File: src/rtl/serial_boot_loader_if.sv
// Bundles the UART byte streams and the program-memory write port of the boot loader.
// Pure wiring; no latency of its own.
// rx has no backpressure; tx uses valid/ready; the memory port is a write-only strobe.
interface serial_boot_loader_if #(
  parameter int ADDR_W = 12
);
  logic              rx_valid;
  logic [7:0]        rx_data;
  logic              tx_valid;
  logic [7:0]        tx_data;
  logic              tx_ready;
  logic              mem_we;
  logic [ADDR_W-1:0] mem_addr;
  logic [31:0]       mem_wdata;

  // Loader side: consumes rx, drives tx and the memory write port.
  modport master (
    input  rx_valid, rx_data, tx_ready,
    output tx_valid, tx_data, mem_we, mem_addr, mem_wdata
  );

  // Peripheral side: UART and memory.
  modport slave (
    output rx_valid, rx_data, tx_ready,
    input  tx_valid, tx_data, mem_we, mem_addr, mem_wdata
  );
endinterface

File: src/rtl/serial_boot_loader.sv
// Parses ASCII hex from the UART into 32-bit program words, holds the CPU in reset until done.
// Memory write strobe 1 cycle after the terminating byte; tx byte registered 1 cycle after its cause.
// rx is never backpressured; a tx byte is held stable until tx_ready accepts it.
module serial_boot_loader #(
  parameter int ADDR_W       = 12,
  parameter int BOOT_TIMEOUT = 1000000,
  parameter int CNT_W        = 16
) (
  input  logic               clk,
  input  logic               resetb,
  serial_boot_loader_if.master bus,
  output logic               cpu_resetb,
  output logic               busy,
  output logic               err_flag,
  output logic [CNT_W-1:0]   word_cnt
);

  typedef enum logic [2:0] {IDLE, LOAD, ADDR, ERR, ACK, RUN} state_t;

  localparam logic [31:0] TMO_LAST = 32'(BOOT_TIMEOUT - 1);

  state_t            state_q, state_d;
  logic [ADDR_W-1:0] addr_q, addr_d;
  logic [31:0]       acc_q, acc_d;
  logic [3:0]        cnt_q, cnt_d;
  logic [31:0]       tmo_q, tmo_d;
  logic              mem_we_q, mem_we_d;
  logic [ADDR_W-1:0] mem_addr_q, mem_addr_d;
  logic [31:0]       mem_wdata_q, mem_wdata_d;
  logic              tx_valid_q, tx_valid_d;
  logic [7:0]        tx_data_q, tx_data_d;
  logic [CNT_W-1:0]  word_cnt_q, word_cnt_d;
  logic              cpu_resetb_q;

  logic       is_hex, is_ws, is_at, is_dot, is_esc;
  logic [3:0] hval;

  // Classify the incoming byte and decode its hex nibble value.
  always_comb begin
    is_hex = 1'b0;
    hval   = 4'd0;
    if (bus.rx_data >= 8'h30 && bus.rx_data <= 8'h39) begin
      is_hex = 1'b1;
      hval   = 4'(bus.rx_data - 8'h30);
    end else if (bus.rx_data >= 8'h61 && bus.rx_data <= 8'h66) begin
      is_hex = 1'b1;
      hval   = 4'(bus.rx_data - 8'h57);
    end else if (bus.rx_data >= 8'h41 && bus.rx_data <= 8'h46) begin
      is_hex = 1'b1;
      hval   = 4'(bus.rx_data - 8'h37);
    end
    is_ws  = (bus.rx_data == 8'h20) || (bus.rx_data == 8'h09) ||
             (bus.rx_data == 8'h0A) || (bus.rx_data == 8'h0D);
    is_at  = (bus.rx_data == 8'h40);
    is_dot = (bus.rx_data == 8'h2E);
    is_esc = (bus.rx_data == 8'h1B);
  end

  // Next-state, token parsing, memory write and tx queueing.
  always_comb begin
    state_d     = state_q;
    addr_d      = addr_q;
    acc_d       = acc_q;
    cnt_d       = cnt_q;
    tmo_d       = tmo_q;
    mem_we_d    = 1'b0;
    mem_addr_d  = mem_addr_q;
    mem_wdata_d = mem_wdata_q;
    tx_valid_d  = tx_valid_q;
    tx_data_d   = tx_data_q;
    word_cnt_d  = word_cnt_q;

    // An accepted byte frees the tx slot; a new byte may be loaded in the same cycle.
    if (tx_valid_q && bus.tx_ready) tx_valid_d = 1'b0;

    case (state_q)
      IDLE: begin
        tmo_d = tmo_q + 32'd1;
        if (BOOT_TIMEOUT != 0 && tmo_q == TMO_LAST) state_d = RUN;
        if (bus.rx_valid) tmo_d = 32'd0;
      end
      ADDR: begin
        if (bus.rx_valid) begin
          if (is_hex) begin
            if (cnt_q == 4'd8) state_d = ERR;
            else begin
              acc_d = {acc_q[27:0], hval};
              cnt_d = cnt_q + 4'd1;
            end
          end else if (is_ws && cnt_q != 4'd0) begin
            addr_d  = acc_q[ADDR_W-1:0];
            acc_d   = 32'd0;
            cnt_d   = 4'd0;
            state_d = LOAD;
          end else begin
            state_d = ERR;
          end
        end
      end
      ERR: begin
        if (bus.rx_valid && is_esc) begin
          acc_d   = 32'd0;
          cnt_d   = 4'd0;
          addr_d  = '0;
          state_d = LOAD;
        end
      end
      ACK: begin
        // A pending '!' may still occupy the slot; 'K' goes out once it drains.
        if (tx_valid_q && bus.tx_ready && tx_data_q == 8'h4B) begin
          state_d = RUN;
        end else if (!tx_valid_d) begin
          tx_valid_d = 1'b1;
          tx_data_d  = 8'h4B;
        end
      end
      default: ;
    endcase

    // The first byte seen in IDLE is parsed exactly as in LOAD.
    if (bus.rx_valid && (state_q == LOAD || state_q == IDLE)) begin
      state_d = LOAD;
      if (is_hex) begin
        if (cnt_q == 4'd8) state_d = ERR;
        else begin
          acc_d = {acc_q[27:0], hval};
          cnt_d = cnt_q + 4'd1;
        end
      end else if (is_ws || is_dot) begin
        if (cnt_q != 4'd0) begin
          mem_we_d    = 1'b1;
          mem_addr_d  = addr_q;
          mem_wdata_d = acc_q;
          addr_d      = addr_q + 1'b1;
          if (word_cnt_q != {CNT_W{1'b1}}) word_cnt_d = word_cnt_q + 1'b1;
          acc_d = 32'd0;
          cnt_d = 4'd0;
        end
        if (is_dot) begin
          state_d = ACK;
          if (!tx_valid_d) begin
            tx_valid_d = 1'b1;
            tx_data_d  = 8'h4B;
          end
        end
      end else if (is_at) begin
        if (cnt_q != 4'd0) state_d = ERR;
        else begin
          state_d = ADDR;
          acc_d   = 32'd0;
        end
      end else begin
        state_d = ERR;
      end
    end

    // Entering ERR queues '!'; if an earlier '!' is still pending it stands for both.
    if (state_d == ERR && state_q != ERR && !tx_valid_d) begin
      tx_valid_d = 1'b1;
      tx_data_d  = 8'h21;
    end
  end

  // State and datapath registers.
  always_ff @(posedge clk or negedge resetb) begin
    if (!resetb) begin
      state_q      <= IDLE;
      addr_q       <= '0;
      acc_q        <= 32'd0;
      cnt_q        <= 4'd0;
      tmo_q        <= 32'd0;
      mem_we_q     <= 1'b0;
      mem_addr_q   <= '0;
      mem_wdata_q  <= 32'd0;
      tx_valid_q   <= 1'b0;
      tx_data_q    <= 8'd0;
      word_cnt_q   <= '0;
      cpu_resetb_q <= 1'b0;
    end else begin
      state_q      <= state_d;
      addr_q       <= addr_d;
      acc_q        <= acc_d;
      cnt_q        <= cnt_d;
      tmo_q        <= tmo_d;
      mem_we_q     <= mem_we_d;
      mem_addr_q   <= mem_addr_d;
      mem_wdata_q  <= mem_wdata_d;
      tx_valid_q   <= tx_valid_d;
      tx_data_q    <= tx_data_d;
      word_cnt_q   <= word_cnt_d;
      cpu_resetb_q <= (state_q == RUN);
    end
  end

  assign bus.mem_we    = mem_we_q;
  assign bus.mem_addr  = mem_addr_q;
  assign bus.mem_wdata = mem_wdata_q;
  assign bus.tx_valid  = tx_valid_q;
  assign bus.tx_data   = tx_data_q;
  assign cpu_resetb    = cpu_resetb_q;
  assign busy          = (state_q == LOAD) || (state_q == ADDR);
  assign err_flag      = (state_q == ERR);
  assign word_cnt      = word_cnt_q;

endmodule

File: src/flat_wrapper.sv
// flat-port wrapper written by rule: the top's interface ports become plain ports
module serial_boot_loader_flat 
#(
  parameter int ADDR_W       = 12,
  parameter int BOOT_TIMEOUT = 1000000,
  parameter int CNT_W        = 16
)
  (clk, resetb, cpu_resetb, busy, err_flag, word_cnt, bus_rx_valid, bus_rx_data, bus_tx_ready, bus_tx_valid, bus_tx_data, bus_mem_we, bus_mem_addr, bus_mem_wdata);
  serial_boot_loader_if #(.ADDR_W(ADDR_W)) bus_i ();
  input  logic clk;
  input  logic resetb;
  output logic cpu_resetb;
  output logic busy;
  output logic err_flag;
  output logic [CNT_W-1:0] word_cnt;
  input wire logic [$bits(bus_i.rx_valid)-1:0] bus_rx_valid;
  input wire logic [$bits(bus_i.rx_data)-1:0] bus_rx_data;
  input wire logic [$bits(bus_i.tx_ready)-1:0] bus_tx_ready;
  output wire logic [$bits(bus_i.tx_valid)-1:0] bus_tx_valid;
  output wire logic [$bits(bus_i.tx_data)-1:0] bus_tx_data;
  output wire logic [$bits(bus_i.mem_we)-1:0] bus_mem_we;
  output wire logic [$bits(bus_i.mem_addr)-1:0] bus_mem_addr;
  output wire logic [$bits(bus_i.mem_wdata)-1:0] bus_mem_wdata;
  assign bus_i.rx_valid = bus_rx_valid;
  assign bus_i.rx_data = bus_rx_data;
  assign bus_i.tx_ready = bus_tx_ready;
  assign bus_tx_valid = bus_i.tx_valid;
  assign bus_tx_data = bus_i.tx_data;
  assign bus_mem_we = bus_i.mem_we;
  assign bus_mem_addr = bus_i.mem_addr;
  assign bus_mem_wdata = bus_i.mem_wdata;
  serial_boot_loader #(.ADDR_W(ADDR_W), .BOOT_TIMEOUT(BOOT_TIMEOUT), .CNT_W(CNT_W)) u_core (.clk(clk), .resetb(resetb), .bus(bus_i), .cpu_resetb(cpu_resetb), .busy(busy), .err_flag(err_flag), .word_cnt(word_cnt));
endmodule
File: config.mk
export PLATFORM = sky130hd
export DESIGN_NAME = serial_boot_loader_flat
export DESIGN_NICKNAME = d
export VERILOG_FILES = /design/src/rtl/serial_boot_loader_if.sv /design/src/rtl/serial_boot_loader.sv /design/src/flat_wrapper.sv
export SDC_FILE = /design/constraint.sdc
export NUM_CORES = 1
export LEC_CHECK = 0
export BUFFER_PORTS_ARGS = -buffer_cell sky130_fd_sc_hd__buf_4
export CAP_MARGIN = 10
export CORE_MARGIN = 5
export CORE_UTILIZATION = 53
export DETAILED_ROUTE_END_ITERATION = 6
export PLACE_DENSITY = 0.73
export SLEW_MARGIN = 25
export SYNTH_ARGS = -nofsm -noshare
export SYNTH_HDL_FRONTEND = slang
export SYNTH_SLANG_ARGS = --single-unit
export TNS_END_PERCENT = 1
File: constraint.sdc
create_clock -name clk -period 2.45 [get_ports clk]
set_clock_uncertainty 0.1 [all_clocks]
set_input_delay 0.245 -clock clk [delete_from_list [all_inputs] [get_ports clk]]
set_output_delay 0.245 -clock clk [all_outputs]
set_load 0.01 [all_outputs]
==> impl_metrics.env, run 1 <==
export IMPL_antenna_left=0
export IMPL_hold_viol=0
export IMPL_regArea_um2=3850
export IMPL_holdCritPathClass="input pin to flip-flop"
export IMPL_drv_slew=0
export IMPL_avgSynthCellArea_um2=9.67
export IMPL_r2r_slack_ns=-0.13
export IMPL_fin_tns_setup_ns=-1.04
export IMPL_rsz0062_at_grt="true"
export IMPL_core_um2=14400
export IMPL_dieArea_um2=17000
export IMPL_crit_type="flip-flop to flip-flop"
export IMPL_yosysMostFrequentCell="nand2_1"
export IMPL_crit_path_end="u_core.bus.tx_data[5]$_DFF_PN0_"
export IMPL_synthCells=796
export IMPL_placed_area_um2=9190
export IMPL_wl_per_cell_um=16.7
export IMPL_violations="negative setup slack"
export IMPL_cts_root_buf="clkbuf_16"
export IMPL_initial_core_util_pct=53.6
export IMPL_grt_total_usage_pct=23.5
export IMPL_setup_viol=12
export IMPL_num_io_pins=85
export IMPL_dr_wl_met3_um=841
export IMPL_ys_seq_elements=154
export IMPL_antenna_found_initial=0
export IMPL_cp_start_kind="flip-flop"
export IMPL_leakagePower_nw=4.92
export IMPL_stdcell_area_um2=10100
export IMPL_ys_flop_type="dfrtp_1"
export IMPL_r2r_start="u_core.tmo_q[28]$_DFFE_PN0P_"
export IMPL_regToRegEndpoint="u_core.bus.tx_data[5]$_DFF_PN0_"
export IMPL_powerDensity_nw_per_um2=774
export IMPL_setup_worst_path_start="u_core.tmo_q[28]$_DFFE_PN0P_"
export IMPL_fill_cells=1053
export IMPL_ys_seq_area_share_pct=50.1
export IMPL_cp_max_fo=4
export IMPL_grt_pass1_vias=6693
export IMPL_diodes=0
export IMPL_grt_max_degree=49
export IMPL_yosysTopAreaCellShare_pct=50.1
export IMPL_status="finished, violations left"
export IMPL_overflow=0
export IMPL_clk_latency_ns=0.42
export IMPL_htreeDepth=4
export IMPL_tightest_slew_ns=0.554
export IMPL_hp_start="bus_rx_valid"
export IMPL_drive_gt1_share_pct=27.3
export IMPL_rows=44
export IMPL_max_freq_mhz=388
export IMPL_die_height_um=131
export IMPL_wl_met1_mm=9.06
export IMPL_hold_path_depth=3
export IMPL_fin_crit_sh_pct=105
export IMPL_wl_mm=19.5
export IMPL_drt_pass1_iter_count=4
export IMPL_clkSinkCount=154
export IMPL_numPortBuffers=84
export IMPL_fin_nets=993
export IMPL_drt_iter0_markers=547
export IMPL_numCtsBuffers=17
export IMPL_clk_path_buf_depth=2
export IMPL_post_route_min_period_ns=2.58
export IMPL_synth_edff_count=0
export IMPL_reg2regPathDepth=7
export IMPL_dr_wl_met2_mm=9.44
export IMPL_grt_first_pass_wirelength_mm=32.6
export IMPL_tritoncts="yes"
export IMPL_async_flop_share_pct=100
export IMPL_yosysWarnings=0
export IMPL_post_synth_top_area_cell="dfrtp_1"
export IMPL_multi_input_area_um2=3780
export IMPL_via_count=6765
export IMPL_worstPathRequired_ns=2.71
export IMPL_yosys_top_cells_area="dfrtp_1 (50%), nand2_1 (8.2%), a221o_1 (4.2%)"
export IMPL_worstPathArrival_ns=2.84
export IMPL_die_w_um=131
export IMPL_synth_area_um2=7700
export IMPL_synth_common_cells="nand2_1 (168), dfrtp_1 (154), nor2_1 (42), and3_1 (41), a221o_1 (32)"
export IMPL_clkTransAtPathRegs_ns=0.06
export IMPL_drc=0
export IMPL_worst_slack_ns=-0.129
export IMPL_gp_congestion=0.945
export IMPL_area_growth_pct=30.6
export IMPL_top_layer_used="met4"
export IMPL_dp_hpwl_mm=13.6
export IMPL_cap_violations=0
export IMPL_slew_headroom_pct=62.9
export IMPL_postSynthNetCount=818
export IMPL_viasPerCell=5.79
export IMPL_endpoint_kind="flip-flop"
export IMPL_peakVddDrop_mv=0.601
export IMPL_synth_cell_type_count=78
-- final cells by class --
type	count	share of cell area (%)
sequential	154	38.3
multi-input combinational	588	37.6
timing repair buffer	192	15.3
clock buffer	21	4.68
tap	184	2.29
clock inverter	11	1.11
inverter	18	0.672
-- worst min-delay path by stage --
stage	endpoint	slack (ns)
after floorplan	u_core.acc_q[0]$_DFF_PN0_	-0.15
after global placement	u_core.bus.mem_wdata[24]$_DFFE_PN0P_	0.11
after detailed placement	u_core.bus.mem_wdata[24]$_DFFE_PN0P_	0.11
after CTS	u_core.acc_q[0]$_DFF_PN0_	0.16
after global routing	u_core.acc_q[0]$_DFF_PN0_	0.19
final	u_core.tmo_q[4]$_DFFE_PN0P_	0.18
-- through the flow --
stage | cells | hold WS [ns] | util [%] | power (mW) | setup WS [ns]
floorplan | 796 | -0.151 | - | 4.23 | -0.0817
global placement | 1126 | 0.105 | 63.9 | 4.94 | -0.539
detailed placement | 1126 | 0.109 | 63.9 | 5.06 | -0.666
CTS | 1168 | 0.155 | 69.4 | 7.77 | -0.119
global route | 1168 | 0.190 | 69.9 | 8.15 | -0.241
finish | 1168 | 0.183 | 69.9 | 7.78 | -0.129
-- metal layers --
layer,vias to the layer above,track usage [%]
li1,3225,-
met1,3361,32.6
met3,17,4.96
met2,162,37.9
met5,-,0
met4,0,6.35
-- power by group --
group | switching (mW) | internal (mW) | leakage, nW
logic | 0.969 | 0.917 | 2.61
registers | 0.396 | 2.91 | 2.04
clock network | 1.09 | 1.49 | 0.274
total | 2.46 | 5.32 | 4.92
-- flip-flops by register name, summed over array words and instances, names as in the netlist --
register	count
u_core.acc_q	32
u_core.addr_q	12
u_core.bus.mem_addr	12
u_core.bus.mem_wdata	32
u_core.bus.mem_we	1
u_core.bus.tx_data	8
u_core.bus.tx_valid	1
u_core.cnt_q	4
u_core.cpu_resetb	1
u_core.state_q	3
u_core.tmo_q	32
u_core.word_cnt	16
-- cells by family after synthesis --
| family | count (synthesis) | share of synthesized area [%] |
|---|---|---|
| AO/OA/AOI/OAI | 142 | 14.0 |
| buffers and inverters | 55 | 3.15 |
| adder cells (fa/ha/maj) | 10 | 1.63 |
| flip-flops | 154 | 50.1 |
| AND/OR/NAND/NOR | 391 | 25.8 |
| XOR/XNOR | 38 | 4.32 |
| multiplexers | 6 | 1.01 |
-- placed cells by master, fill, tap and decap left out, types with 5 or more instances in the layout --
cell type / instances
nor2_1: 40
buf_4: 178
dfrtp_1: 154
xor2_1: 10
and3_1: 41
nand2b_1: 8
buf_12: 5
o211ai_1: 9
a31oi_1: 7
a221o_1: 32
buf_6: 7
ha_1: 9
nor4_1: 5
nand2_1: 167
clkbuf_16: 17
or3_1: 14
inv_1: 15
a21oi_1: 24
nor3_1: 20
nand3_1: 26
and4_1: 6
nand4_1: 14
o21ai_1: 5
o21ai_0: 18
xnor2_1: 28
-- repair_timing --
action / 4_1_cts / 5_1_grt
hold buffers: 1 / 0
cloned: 1 / 0
setup buffers: 8 / 0
gates resized for setup: 20 / 16
hold endpoints to repair: 44 / 0
setup endpoints to repair: 94 / 84
pin swaps: 13 / 11
-- worst max-delay path: stages, from the launching register on --
cell and delay, ns:
dfrtp_1 0.38, or4_1 0.52, or3_4 0.44, o41ai_4 0.31
a32oi_2 0.12, nor3b_4 0.31, buf_4 0.18, a32o_1 0.15
(Power assumes the default switching activity.)
==> run 2: changes to the inputs <==
- CORE_ASPECT_RATIO: default -> 2
==> run 2 against run 1 <==
Net effect: the run still ends with negative setup slack left; wire length grew 10%; total power grew 1.7%; via count grew 2.8%; hold slack gained 0.049 ns; clock-buffer cell count shrank 2; critical path depth grew 2; largest power group unchanged; first-iteration DRC count shrank 43%; final cell count grew 0.77%; sequential power is essentially flat.
==> impl_metrics.env, run 2 (same netlist as run 1, synthesis figures left out) <==
export IMPL_max_freq_mhz=386
export IMPL_holdCritPathClass="input pin to flip-flop"
export IMPL_numPortBuffers=84
export IMPL_status="finished, violations left"
export IMPL_r2r_start="u_core.cnt_q[1]$_DFF_PN0_"
export IMPL_via_count=6956
export IMPL_drc=0
export IMPL_cap_violations=0
export IMPL_rsz0062_at_grt="true"
export IMPL_cp_max_fo=7
export IMPL_hold_ws_ns=0.232
export IMPL_clk_path_buf_depth=2
export IMPL_leakagePower_nw=4.94
export IMPL_worstPathRequired_ns=2.71
export IMPL_placed_area_um2=9230
export IMPL_numCtsBuffers=17
export IMPL_crit_path_end="u_core.acc_q[27]$_DFF_PN0_"
export IMPL_dieArea_um2=17200
export IMPL_use_met2_pct=46.6
export IMPL_fin_tns_setup_ns=-2.84
export IMPL_drt_iter0_markers=311
export IMPL_worst_slack_ns=-0.138
export IMPL_cts_root_buf="clkbuf_16"
export IMPL_grt_first_pass_wirelength_mm=35.3
export IMPL_hold_viol=0
export IMPL_fin_nets=994
export IMPL_clk_latency_ns=0.43
export IMPL_diodes=0
export IMPL_drt_pass1_iter_count=6
export IMPL_initial_core_util_pct=53.6
export IMPL_wl_mm=21.5
export IMPL_area_growth_pct=31.6
export IMPL_grt_pass1_vias=7244
export IMPL_reg2regPathDepth=9
export IMPL_post_route_min_period_ns=2.59
export IMPL_peakVddDrop_mv=0.678
export IMPL_viasPerCell=5.91
export IMPL_clkTransAtPathRegs_ns=0.07
export IMPL_tritoncts="yes"
export IMPL_wl_per_cell_um=18.3
export IMPL_endpoint_kind="flip-flop"
export IMPL_grtUsageMet3_pct=4.55
export IMPL_antenna_found_initial=0
export IMPL_htreeDepth=4
export IMPL_gr_usage_met1_pct=27.7
export IMPL_busiest_layer="met2"
export IMPL_rows=62
export IMPL_fin_crit_sh_pct=106
export IMPL_tightest_slew_ns=0.598
export IMPL_drv_slew=0
export IMPL_dp_hpwl_mm=15.1
export IMPL_violations="negative setup slack"
export IMPL_overflow=0
export IMPL_num_io_pins=85
export IMPL_final_cell_mix="buf_4 (178), nand2_1 (167), dfrtp_1 (154), and3_1 (41), nor2_1 (40)"
export IMPL_drive_gt1_share_pct=27.8
export IMPL_setup_viol=38
export IMPL_setup_worst_path_start="u_core.cnt_q[1]$_DFF_PN0_"
export IMPL_worstPathArrival_ns=2.85
export IMPL_slew_headroom_pct=59.8
export IMPL_antenna_left=0
export IMPL_stdcell_area_um2=10100
export IMPL_cp_start_kind="flip-flop"
export IMPL_report_power_total_mw=7.90
export IMPL_die_height_um=180
export IMPL_core_um2=14400
export IMPL_die_w_um=95.2
export IMPL_crit_type="flip-flop to flip-flop"
export IMPL_gp_congestion=0.872
export IMPL_r2r_slack_ns=-0.14
export IMPL_powerDensity_nw_per_um2=781
export IMPL_regToRegEndpoint="u_core.acc_q[27]$_DFF_PN0_"
export IMPL_clkSinkCount=154
export IMPL_final_common_cell="buf_4"
export IMPL_grt_total_usage_pct=26.0
export IMPL_grt_max_degree=62
-- run 2: cell types whose count changed in the layout (fill, tap and decap cells not counted), sizes merged --
| cell | previous run | this run |
|---|---|---|
| clkinvlp | 4 | 1 |
| inv | 21 | 26 |
| clkbuf | 21 | 20 |
-- run 2: per-layer routing --
metal / part of all wire [%] / vias up / routed length, um
li1: - / 3237 / -
met1: 36 / 3406 / 7720
met2: 55 / 239 / 11900
met3: 3.9 / 74 / 850
met4: 4.8 / 0 / 1020
met5: 0 / - / 0
-- run 2: power breakdown --
group / switching, mW / leakage, nW / internal (mW)
clock: 1.17 / 0.288 / 1.47
combinational: 1.04 / 2.61 / 0.946
sequential: 0.364 / 2.04 / 2.91
-- run 2: worst min-delay path by stage --
stage                             from  slack [ns]  depth (start not counted)                              end
after floorplan                 resetb       -0.15                          0        u_core.acc_q[0]$_DFF_PN0_
after global placement          resetb        0.15                          1  u_core.word_cnt[15]$_DFFE_PN0P_
after detailed placement        resetb        0.17                          1  u_core.word_cnt[15]$_DFFE_PN0P_
after CTS                 bus_rx_valid        0.19                          3      u_core.tmo_q[4]$_DFFE_PN0P_
after global routing      bus_rx_valid        0.21                          3      u_core.tmo_q[4]$_DFFE_PN0P_
final                     bus_rx_valid        0.23                          3      u_core.tmo_q[4]$_DFFE_PN0P_
-- run 2: what timing repair did --
action / CTS / global route
hold buffers: 1 / 0
gates cloned: 1 / 1
buffers inserted: 4 / 0
pin swaps: 6 / 7
setup endpoints to repair: 111 / 112
gates resized for setup: 18 / 23
endpoints found under the hold margin: 58 / 0
-- run 2: area by class of cell --
class                   instances  area (um2)
well taps                     192         240
fillers                      1091        4230
flip-flops and latches        154        3850
repair buffers                193        1570
multi-input cells             588        3800
clock buffers                  19         443
inverters                      18        70.1
clock inverters                13         149
-- run 2: worst max-delay path, stage by stage, from the launching register on --
cell       delay [ns]
dfrtp_1          0.39
inv_2            0.09
ha_4             0.13
or3b_4           0.42
o2111a_2         0.18
a31o_4           0.22
o311a_4          0.35
nor3_4           0.28
clkbuf_16        0.22
a221o_1          0.14
-- run 2: through the flow --
stage / instances / utilization (%) / worst slack (ns)
5_1_grt: 1177 / 70.5 / -0.175
6_report: 1177 / 70.5 / -0.138
4_1_cts: 1176 / 69.6 / -0.151
2_1_floorplan: 796 / - / -0.0817
3_5_place_dp: 1138 / 64.3 / -0.657
3_3_place_gp: 1138 / 64.3 / -0.529
